==> src/rtl/adder_tree9.sv <==
// Pipelined 9-input adder tree: sums nine partial products of a 3x3 window.
// Four register stages, one operand set per clock, fixed 4-cycle latency.
module adder_tree9 #(
  parameter int IN_W   = 16,
  parameter int OUT_W  = 20,
  parameter int SIGNED = 0
) (
  input  logic             clk,
  input  logic             rst_n,
  input  logic             in_valid,
  input  logic [IN_W-1:0]  partial_product1,
  input  logic [IN_W-1:0]  partial_product2,
  input  logic [IN_W-1:0]  partial_product3,
  input  logic [IN_W-1:0]  partial_product4,
  input  logic [IN_W-1:0]  partial_product5,
  input  logic [IN_W-1:0]  partial_product6,
  input  logic [IN_W-1:0]  partial_product7,
  input  logic [IN_W-1:0]  partial_product8,
  input  logic [IN_W-1:0]  partial_product9,
  output logic             out_valid,
  output logic [OUT_W-1:0] sum
);

  generate
    if (OUT_W < IN_W + 4) begin : g_width_check
      $error("adder_tree9: OUT_W must be >= IN_W+4");
    end
  endgenerate

  function automatic logic [OUT_W-1:0] ext(input logic [IN_W-1:0] x);
    if (SIGNED != 0) ext = {{(OUT_W-IN_W){x[IN_W-1]}}, x};
    else             ext = {{(OUT_W-IN_W){1'b0}}, x};
  endfunction

  logic [OUT_W-1:0] op [9];
  logic [3:0]       vld;
  logic [OUT_W-1:0] s1 [5];
  logic [OUT_W-1:0] s2 [3];
  logic [OUT_W-1:0] s3 [2];

  always_comb begin
    op[0] = ext(partial_product1);
    op[1] = ext(partial_product2);
    op[2] = ext(partial_product3);
    op[3] = ext(partial_product4);
    op[4] = ext(partial_product5);
    op[5] = ext(partial_product6);
    op[6] = ext(partial_product7);
    op[7] = ext(partial_product8);
    op[8] = ext(partial_product9);
  end

  // vld[k] marks that stage k+1 holds a fresh set
  always_ff @(posedge clk or negedge rst_n) begin
    if (!rst_n) vld <= '0;
    else        vld <= {vld[2:0], in_valid};
  end

  always_ff @(posedge clk or negedge rst_n) begin
    if (!rst_n) begin
      for (int i = 0; i < 5; i++) s1[i] <= '0;
    end else if (in_valid) begin
      s1[0] <= op[0] + op[1];
      s1[1] <= op[2] + op[3];
      s1[2] <= op[4] + op[5];
      s1[3] <= op[6] + op[7];
      s1[4] <= op[8];
    end
  end

  always_ff @(posedge clk or negedge rst_n) begin
    if (!rst_n) begin
      for (int i = 0; i < 3; i++) s2[i] <= '0;
    end else if (vld[0]) begin
      s2[0] <= s1[0] + s1[1];
      s2[1] <= s1[2] + s1[3];
      s2[2] <= s1[4];
    end
  end

  always_ff @(posedge clk or negedge rst_n) begin
    if (!rst_n) begin
      s3[0] <= '0;
      s3[1] <= '0;
    end else if (vld[1]) begin
      s3[0] <= s2[0] + s2[1];
      s3[1] <= s2[2];
    end
  end

  always_ff @(posedge clk or negedge rst_n) begin
    if (!rst_n)      sum <= '0;
    else if (vld[2]) sum <= s3[0] + s3[1];
  end

  assign out_valid = vld[3];

endmodule

==> config.mk <==
export PLATFORM = sky130hd
export DESIGN_NAME = adder_tree9
export DESIGN_NICKNAME = d
export VERILOG_FILES = /design/src/rtl/adder_tree9.sv
export SDC_FILE = /design/constraint.sdc
export NUM_CORES = 1
export LEC_CHECK = 0
export ABC_CLOCK_PERIOD_IN_PS = 6650
export CAP_MARGIN = 20
export CORE_MARGIN = 8
export CORE_UTILIZATION = 42
export CTS_BUF_LIST = sky130_fd_sc_hd__clkbuf_16
export CTS_CLUSTER_SIZE = 12
export DETAILED_ROUTE_END_ITERATION = 16
export GPL_ROUTABILITY_DRIVEN = 0
export PLACE_DENSITY = 0.63
export SLEW_MARGIN = 20
export SYNTH_ARGS = -nofsm -noshare
export SYNTH_HDL_FRONTEND = slang
export SYNTH_SLANG_ARGS = --single-unit
==> constraint.sdc <==
create_clock -name clk -period 6.65 [get_ports clk]
set_input_delay 1.33 -clock clk [delete_from_list [all_inputs] [get_ports clk]]
set_output_delay 1.33 -clock clk [all_outputs]
set_load 0.1 [all_outputs]
==> results of run 1 <==
sequential cells by signal (all words and copies together), names as in the netlist:
name and flops:
vld 4, s3 35, s1 84, sum 20
s2 52
worst min-delay path by stage:
| stage | startpoint | to | slack [ns] |
|---|---|---|---|
| after floorplan | vld[1] | vld[2] | 0.35 |
| after global placement | s2[44] | s2[44] | 0.48 |
| after detailed placement | sum[4] | sum[4] | 0.48 |
| after CTS | s2[44] | s2[44] | 0.50 |
| after global routing | s2[44] | s2[44] | 0.51 |
| final | s2[44] | s2[44] | 0.49 |
worst max-delay path, delay by kind of cell:
kind,cells,cell delay (ns)
AO/OA/AOI/OAI,3,0.81
adder cells (fa/ha/maj),2,0.72
AND/OR/NAND/NOR,2,0.49
buffers and inverters,1,0.41
multiplexers,1,0.27
XOR/XNOR,1,0.16
kinds of logic after synthesis:
group / synth area share (%)
buffers and inverters: 1.94
xor gates and xnor gates: 6.74
muxes: 12.6
AOI/OAI and AO/OA: 18.9
DFF: 37.6
adders and majority gates: 13.9
and+or+nand+nor: 8.35
final cells by class:
class | count | area, µm²
Fill cell | 2804 | 14900
Multi-Input combinational cell | 984 | 7860
Sequential cell | 195 | 4880
Timing Repair Buffer | 172 | 1710
Tap cell | 396 | 495
Clock buffer | 17 | 425
Inverter | 40 | 150
Clock inverter | 15 | 118
synth_stat cells (5+ instances only):
| cell type | count |
|---|---|
| nand4_1 | 12 |
| o2bb2ai_1 | 5 |
| o31ai_1 | 9 |
| xnor2_1 | 73 |
| a211oi_1 | 21 |
| o21ai_1 | 5 |
| o21ai_0 | 71 |
| nand3_1 | 17 |
| o22ai_1 | 7 |
| and3_1 | 5 |
| buf_1 | 7 |
| ha_1 | 132 |
| o21bai_1 | 16 |
| clkbuf_1 | 20 |
| a211oi_2 | 7 |
| xor2_1 | 27 |
| or3_1 | 5 |
| o21a_1 | 11 |
| mux2_2 | 144 |
| nand2_1 | 56 |
| o211ai_1 | 8 |
| dfrtp_1 | 195 |
| inv_1 | 40 |
| a211o_1 | 5 |
| a21o_1 | 48 |
| nor3_1 | 12 |
| nor2b_1 | 13 |
| nor2_1 | 74 |
| a31oi_1 | 14 |
| fa_1 | 8 |
| a21oi_1 | 110 |
power breakdown:
part	total, mW	switching [mW]	internal [mW]
clock	0.968	0.477	0.491
sequential	1.83	0.267	1.57
combinational	3.51	1.97	1.55
layer usage:
layer / global-route usage, % / share of wire (%) / vias up
met5: 0 / 0 / -
met4: 3.43 / 0.91 / 0
met3: 2.52 / 3.3 / 16
met2: 24.3 / 45 / 174
met1: 22.3 / 51 / 4592
li1: - / - / 4961
metrics by stage:
step | worst slack [ns] | hold slack (ns) | instance area [µm²]
4_1_cts | 2.78 | 0.498 | 15600
2_1_floorplan | 3.06 | 0.352 | 13000
3_3_place_gp | 2.35 | 0.478 | 15100
6_report | 2.77 | 0.490 | 15600
3_5_place_dp | 2.33 | 0.480 | 15100
5_1_grt | 2.56 | 0.507 | 15600
==> results.toml, run 1 <==
[outcome]
status = "complete, no violations"

[timing]
fin_crit_ns = 3.88
finalHoldViolCount = 0
setup_viol = 0
slew_viol_final = 0
rsz0062_at_grt = "false"
min_period_over_period_pct = 58.4
worst_pin_slew_ns = 0.981
max_freq_mhz = 258
clock_skew_ns = 0.0141
slew-limit-headroom_pct = 34.4
fin_tns_setup_ns = 0

[run]
cap_viol_max_count = 0

[critical_path]
crit_start = "partial_product1[0]"
worstSetupEndpoint = "s1[92]"
crit_arrival_ns = 4.20
rrSetupSlack_ns = 3.83
slowest_delay_ns = 0.45
path_max_fanout = 3
cp_cell_sequence = "clkdlybuf4s50_1 -> ha_1 -> fa_1 -> a211oi_1 -> nor3_1 -> or3b_1 -> a21oi_1 -> o21bai_1 -> xor2_1 -> mux2_2"
reg2regPathDepth = 9
cp_slowest_cell = "fa_1"
end_kind = "flop"
crit_type = "in -> reg"
r2r-end = "sum[16]"
cp.required_ns = 6.97
start_kind = "input port"
regToRegStartpoint = "s3[0]"

[power]
cellLeakagePower_nw = 6.75
totalPowerFinal_mw = 6.31
powerDensity_mw_per_mm2 = 404
ir_drop_v = 0.000211

[clocking]
cts_tree = "built"
ctsLongestPathBuffers = 2
postCtsHoldBufs = 0
htreeDepth = 4
path_clk_slew_ns = 0.07
numCtsBuffers = 17
clk_latency_ns = 0.43
cts_sinks = 195
cts_setup_buffers = 0
cts_root_buffer = "clkbuf_16"
cts_resized = 0

[logic_synthesis]
synthFlopType = "dfrtp_1"
synth_seq_cells = 195
syn_area_mm2 = 0.0130
synthTopCellsByArea = "dfrtp_1 (38%), ha_1 (13%), mux2_2 (12%), xnor2_1 (4.9%), a21oi_1 (4.2%)"
syn_area_per_cell_um2 = 10.4
synth_edf_count = 0
yosysTopAreaCell = "dfrtp_1"
synth.distinct_cells = 64
synthArstFlopShare_pct = 100
syn_nets = 1533
synth_top_area_share_pct = 37.6
yosysWarnings = 0
ys_seq_area_share_pct = 37.6
syn-instance-count = 1246

[layout]
fin_nets = 1697
antennaDiodeCount = 0
final_cell_mix = "dfrtp_1 (194), clkdlybuf4s50_1 (165), mux2_2 (144)"
final_common_cell = "dfrtp_1"
fin_cells = 1819
syn2layout_area_growth_pct = 20.4
post-route-util_pct = 51.3
drive_gt1_share_pct = 13.8

[die]
fp.dieArea_mm2 = 0.0368
io_pins = 168
core_area_mm2 = 0.0305
rows = 64
fp.dieW_um = 192
die_height_um = 192
start_util_pct = 42.6

[global_routing]
grt_max_degree = 82
grt_remaining_overflow = 0
antenna_found_initial = 0
grt_use_total_pct = 15.6
grt_pass1_vias = 9743
grt_pass1_wl_um = 47600

[route]
vias_per_cell = 5.36
drtAntennaViolNets = 0
totalWireLength_um = 28200
vias = 9743
drtIter0Drc = 434
dr.pass1.iters = 5
remaining_drc_errors = 0
wl_per_cell_um = 15.5

[worst_hold_path]
worstHoldPathCells = 1
hold_path.class = "reg -> reg"

[placement]
place_inst = 1787
hpwl_um = 22300
portBuffers = 167
No activity file was read; power rests on OpenSTA's default activity.
==> inputs of run 2 (changes only) <==
--- a/config.mk
+++ b/config.mk
@@ -5,7 +5,7 @@
 export SDC_FILE = /design/constraint.sdc
 export NUM_CORES = 1
 export LEC_CHECK = 0
-export ABC_CLOCK_PERIOD_IN_PS = 6650
+export ABC_CLOCK_PERIOD_IN_PS = 3250
 export CAP_MARGIN = 20
 export CORE_MARGIN = 8
 export CORE_UTILIZATION = 42
@@ -13,7 +13,7 @@
 export CTS_CLUSTER_SIZE = 12
 export DETAILED_ROUTE_END_ITERATION = 16
 export GPL_ROUTABILITY_DRIVEN = 0
-export PLACE_DENSITY = 0.63
+export PLACE_DENSITY = 0.66
 export SLEW_MARGIN = 20
 export SYNTH_ARGS = -nofsm -noshare
 export SYNTH_HDL_FRONTEND = slang
==> constraint.sdc (replaced) <==
create_clock -name clk -period 3.25 [get_ports clk]
set_input_delay 0.65 -clock clk [delete_from_list [all_inputs] [get_ports clk]]
set_output_delay 0.65 -clock clk [all_outputs]
set_load 0.1 [all_outputs]
==> run 2 against run 1 <==
Clock skew fell by 0.00086 ns. Register-to-register slack got worse by 3.4 ns. Highest routed layer unchanged. Sequential cell count did not move.
==> results.toml, run 2 (synthesis results as in run 1) <==
[die]
fp.dieArea_mm2 = 0.0368
io_pins = 168
rows = 64
start_util_pct = 42.6
core_area_mm2 = 0.0305
fp.dieW_um = 192
die_height_um = 192

[route]
remaining_drc_errors = 0
vias_per_cell = 5.37
vias = 9900
drtAntennaViolNets = 0
totalWireLength_um = 28400
drtIter0Drc = 480
dr.pass1.iters = 5
wl_per_cell_um = 15.4

[layout]
syn2layout_area_growth_pct = 22.0
fin_cells = 1844
final_cell_mix = "dfrtp_1 (194), mux2_2 (144), clkdlybuf4s50_1 (144)"
final_common_cell = "dfrtp_1"
largest_register = "s1"
post-route-util_pct = 52.0
drive_gt1_share_pct = 16.7
largest_reg_flops = 84
top_regs = "s1 x84, s2 x52, s3 x35"
fin_nets = 1722

[power]
powerDensity_mw_per_mm2 = 825
ir_drop_v = 0.000436
totalPowerFinal_mw = 13.1
cellLeakagePower_nw = 6.91

[timing]
finalHoldViolCount = 0
slew_viol_final = 0
clock_skew_ns = 0.0132
setup_viol = 0
max_freq_mhz = 328
slew-limit-headroom_pct = 64.3
worst_pin_slew_ns = 0.536
hold_ws_ns = 0.162
fin_tns_setup_ns = 0
fin_crit_ns = 3.05
rsz0062_at_grt = "false"
min_period_over_period_pct = 93.9

[global_routing]
met1_usage_pct = 21.8
grt_remaining_overflow = 0
grtUsageMet2_pct = 25.4
grt_use_total_pct = 15.7
grt_busiest_layer = "met2"
grt_use_met3_pct = 2.69
grt_max_degree = 78
grt_pass1_vias = 10000
antenna_found_initial = 1
grt_pass1_wl_um = 48200

[clocking]
numCtsBuffers = 17
clk_latency_ns = 0.43
htreeDepth = 4
postCtsHoldBufs = 0
cts_setup_buffers = 0
ctsLongestPathBuffers = 2
cts_sinks = 195
path_clk_slew_ns = 0.07
cts_root_buffer = "clkbuf_16"
cts_resized = 0
cts_tree = "built"

[run]
cap_viol_max_count = 0

[placement]
portBuffers = 167
hpwl_um = 22700
place_inst = 1812

[critical_path]
end_kind = "flop"
worst-path-buf-inv = 1
cp_cell_sequence = "clkdlybuf4s50_1 -> ha_1 -> fa_1 -> a211oi_1 -> nor3_1 -> or3b_1 -> a21oi_1 -> o21bai_1 -> xor2_1 -> mux2_2"
crit_arrival_ns = 3.37
start_kind = "input port"
cp_slowest_cell = "clkdlybuf4s50_1"
path_max_fanout = 3
crit_type = "in -> reg"
slowest_delay_ns = 0.41
cp.required_ns = 3.57
crit_family = "compound AO/OA/AOI/OAI gates"

[worst_hold_path]
hold_path.class = "in -> async"

[outcome]
status = "complete, no violations"
[run 2: changes by cell type in the layout (fill, tap and decap cells not counted), sizes merged]
cell           delta
buf              +46
clkdlybuf4s50    -21
inv               -4
bufinv            +2
clkinv            +1
diode             +1
[run 2: final cells by class]
type                            instances  area (µm²)
Fill cell                            2770       14700
Multi-Input combinational cell        984        7860
Sequential cell                       195        4880
Timing Repair Buffer                  197        1870
Tap cell                              396         495
Clock buffer                           17         425
Clock inverter                         14         168
Inverter                               40         150
Antenna cell                            1        2.50
[run 2: worst paths after layout]
kind | depth (start not counted) | from | slack (ns) | to
setup / recovery | 10 | partial_product7[0] | 0.20 | s1[32]
hold reg to reg | 1 | s2[1] | 0.50 | s3[1]
hold / removal | 1 | rst_n | 0.16 | s1[0]
max in group asynchronous | 2 | rst_n | 2.18 | s1[27]
setup reg to reg | 9 | s3[20] | 0.48 | sum[16]
min in group clk | 1 | s2[1] | 0.50 | s3[1]
[run 2: where the power goes]
group          internal, mW  switching, mW  total, mW
Combinational          3.16           4.04       7.20
Sequential             3.21          0.542       3.75
Clock                  1.16          0.973       2.13
[run 2: routing by layer]
metal / up-vias / routed length, µm / part of all wire [%]
li1: 5032 / - / -
met1: 4680 / 13900 / 49
met2: 167 / 13200 / 46
met3: 21 / 983 / 3.5
met4: 0 / 332 / 1.2
met5: - / 0 / 0
[run 2: metrics by stage]
| step | setup slack, ns | cell area (µm²) |
|---|---|---|
| 2_1_floorplan | 0.344 | 13000 |
| 3_3_place_gp | -0.259 | 15300 |
| 3_5_place_dp | -0.238 | 15300 |
| 4_1_cts | 0.213 | 15900 |
| 5_1_grt | 0.0475 | 15900 |
| 6_report | 0.199 | 15900 |
==> inputs of run 3 (changes only) <==
--- a/config.mk
+++ b/config.mk
@@ -5,6 +5,7 @@
 export SDC_FILE = /design/constraint.sdc
 export NUM_CORES = 1
 export LEC_CHECK = 0
+export ABC_AREA = 1
 export ABC_CLOCK_PERIOD_IN_PS = 3250
 export CAP_MARGIN = 20
 export CORE_MARGIN = 8
@@ -13,7 +14,8 @@
 export CTS_CLUSTER_SIZE = 12
 export DETAILED_ROUTE_END_ITERATION = 16
 export GPL_ROUTABILITY_DRIVEN = 0
-export PLACE_DENSITY = 0.66
+export PLACE_DENSITY = 0.65
+export SKIP_LAST_GASP = 1
 export SLEW_MARGIN = 20
 export SYNTH_ARGS = -nofsm -noshare
 export SYNTH_HDL_FRONTEND = slang
==> run 3 against run 2 <==
Via count grew 30%. Fmax grew 44%. Routed wire length grew 20%.
==> results.toml, run 3 <==
[global_routing]
grt_max_degree = 93
grt_remaining_overflow = 0
grt_pass1_vias = 12300
antenna_found_initial = 0
grt_use_total_pct = 17.4
grt_pass1_wl_um = 57400

[clocking]
ctsLongestPathBuffers = 2
cts_resized = 0
clk_latency_ns = 0.44
numCtsBuffers = 17
cts_root_buffer = "clkbuf_16"
htreeDepth = 4
cts_tree = "built"
postCtsHoldBufs = 0
path_clk_slew_ns = 0.07
cts_sinks = 195
cts_setup_buffers = 0

[power]
cellLeakagePower_nw = 8.48
totalPowerFinal_mw = 11.4
ir_drop_v = 0.000493
powerDensity_mw_per_mm2 = 684

[logic_synthesis]
synth_seq_cells = 195
yosysWarnings = 0
synthArstFlopShare_pct = 100
ys_top_cells_by_count = "nand2_1 (733), dfrtp_1 (195), inv_1 (167)"
syn-instance-count = 1986
ys_seq_area_share_pct = 34.8
syn_area_per_cell_um2 = 7.05
synthFlopType = "dfrtp_1"
syn_area_mm2 = 0.0140
yosysTopAreaCell = "dfrtp_1"
synth_edf_count = 0
synth_top_area_share_pct = 34.8
synth.distinct_cells = 33
yosysMostFrequentCell = "nand2_1"
syn_nets = 2273
synthTopCellsByArea = "dfrtp_1 (35%), nand2_1 (20%), ha_1 (12%), nand3_1 (5.2%), inv_1 (4.5%)"

[layout]
drive_gt1_share_pct = 4.51
syn2layout_area_growth_pct = 19.3
antennaDiodeCount = 0
post-route-util_pct = 50.4
largest_register = "s1"
largest_reg_flops = 84
final_cell_mix = "nand2_1 (733), dfrtp_1 (195), inv_1 (168)"
fin_area_mm2 = 0.0167
top_regs = "s1 x84, s2 x52, s3 x35"
final_common_cell = "nand2_1"
fin_nets = 2429

[route]
vias_per_cell = 4.94
remaining_drc_errors = 0
drtAntennaViolNets = 0
totalWireLength_um = 34100
dr.pass1.iters = 5
wl_per_cell_um = 13.1
drtIter0Drc = 680
vias = 12900

[die]
start_util_pct = 42.2
rows = 67
fp.dieW_um = 199
core_area_mm2 = 0.0332
io_pins = 168
fp.dieArea_mm2 = 0.0395
die_height_um = 199

[run]
cap_viol_max_count = 0

[timing]
max_freq_mhz = 471
setup_viol = 0
fin_crit_ns = 2.12
finalHoldViolCount = 0
hold_ws_ns = 0.281
rsz0062_at_grt = "false"
slew-limit-headroom_pct = 48.7
min_period_over_period_pct = 65.3
slew_viol_final = 0
clock_skew_ns = 0.0138
worst_pin_slew_ns = 0.768
fin_tns_setup_ns = 0

[critical_path]
regToRegStartpoint = "s1[80]"
end_kind = "flop"
crit_type = "in -> reg"
start_kind = "input port"
r2r-end = "s2[56]"
crit_arrival_ns = 2.44
rrSetupSlack_ns = 1.18
cp.required_ns = 3.57
reg2regPathDepth = 13
path_max_fanout = 4

[placement]
hpwl_um = 27500
portBuffers = 167
post_dp_cell_area_mm2 = 0.0161

[worst_hold_path]
hold_path.class = "in -> async"

[outcome]
status = "complete, no violations"
[run 3: cell types whose count changed after synthesis, moves of 25 or more]
cell,change
a21o_1,-46
inv_1,+127
mux2_2,-144
nand2_1,+677
nand3_1,+128
nor2_1,+60
o21ai_0,+50
xnor2_1,-28
xor2_1,-25
[run 3: how the worst max path moves through the flow]
stage	slack, ns	from	depth (start not counted)	end
3_5_place_dp	0.67	partial_product3[0]	11	s1[74]
2_1_floorplan	1.27	partial_product5[0]	10	s1[54]
4_1_cts	1.14	partial_product3[0]	11	s1[74]
3_3_place_gp	0.72	partial_product1[0]	11	s1[94]
5_1_grt	0.96	partial_product8[0]	12	s1[34]
6_report	1.13	partial_product8[0]	11	s1[34]
[run 3: where the power goes]
group	switching [mW]	internal, mW
Sequential	0.452	3.05
Clock	0.950	1.20
Combinational	3.74	2.03
Total	5.14	6.28
[run 3: area by class of cell]
cell class | count | area [µm²]
clock buffers | 17 | 425
fillers | 3409 | 16500
clock inverters | 13 | 156
inverters | 170 | 638
well taps | 448 | 561
flip-flops and latches | 195 | 4880
repair buffers | 177 | 1730
multi-input cells | 1581 | 8320
[run 3: routing by layer]
layer  share of wire (%)  track usage (%)
met1                  50             24.1
met2                  44             27.7
met3                 3.5             2.28
met4                 2.4             5.63
met5                   0                0
[run 3: metrics by stage]
stage	worst slack, ns	std cells
3_3_place_gp	0.717	2571
3_5_place_dp	0.672	2571
2_1_floorplan	1.27	1986
6_report	1.13	2601
4_1_cts	1.14	2601
5_1_grt	0.964	2601
[run 3: kinds of logic (layout without fill, tap and decap cells)]
| logic type | count (synthesis) | count (layout) | synth area share, % |
|---|---|---|---|
| simple gates | 1115 | 1115 | 33.1 |
| compound gates | 279 | 279 | 10.4 |
| buf+inv | 210 | 377 | 5.74 |
| flops | 195 | 195 | 34.8 |
| fa+ha+maj | 140 | 140 | 12.9 |
| xor+xnor | 47 | 47 | 2.94 |
[run 3: worst max-delay path: stages]
cell and delay, ns:
clkdlybuf4s50_1 0.45, ha_1 0.24, fa_1 0.41, nand3_1 0.10, nand2_1 0.11, nand2_1 0.09, nand2_2 0.07, nand3_1 0.10
nand3_1 0.08, nand3_1 0.09, nand2_1 0.05
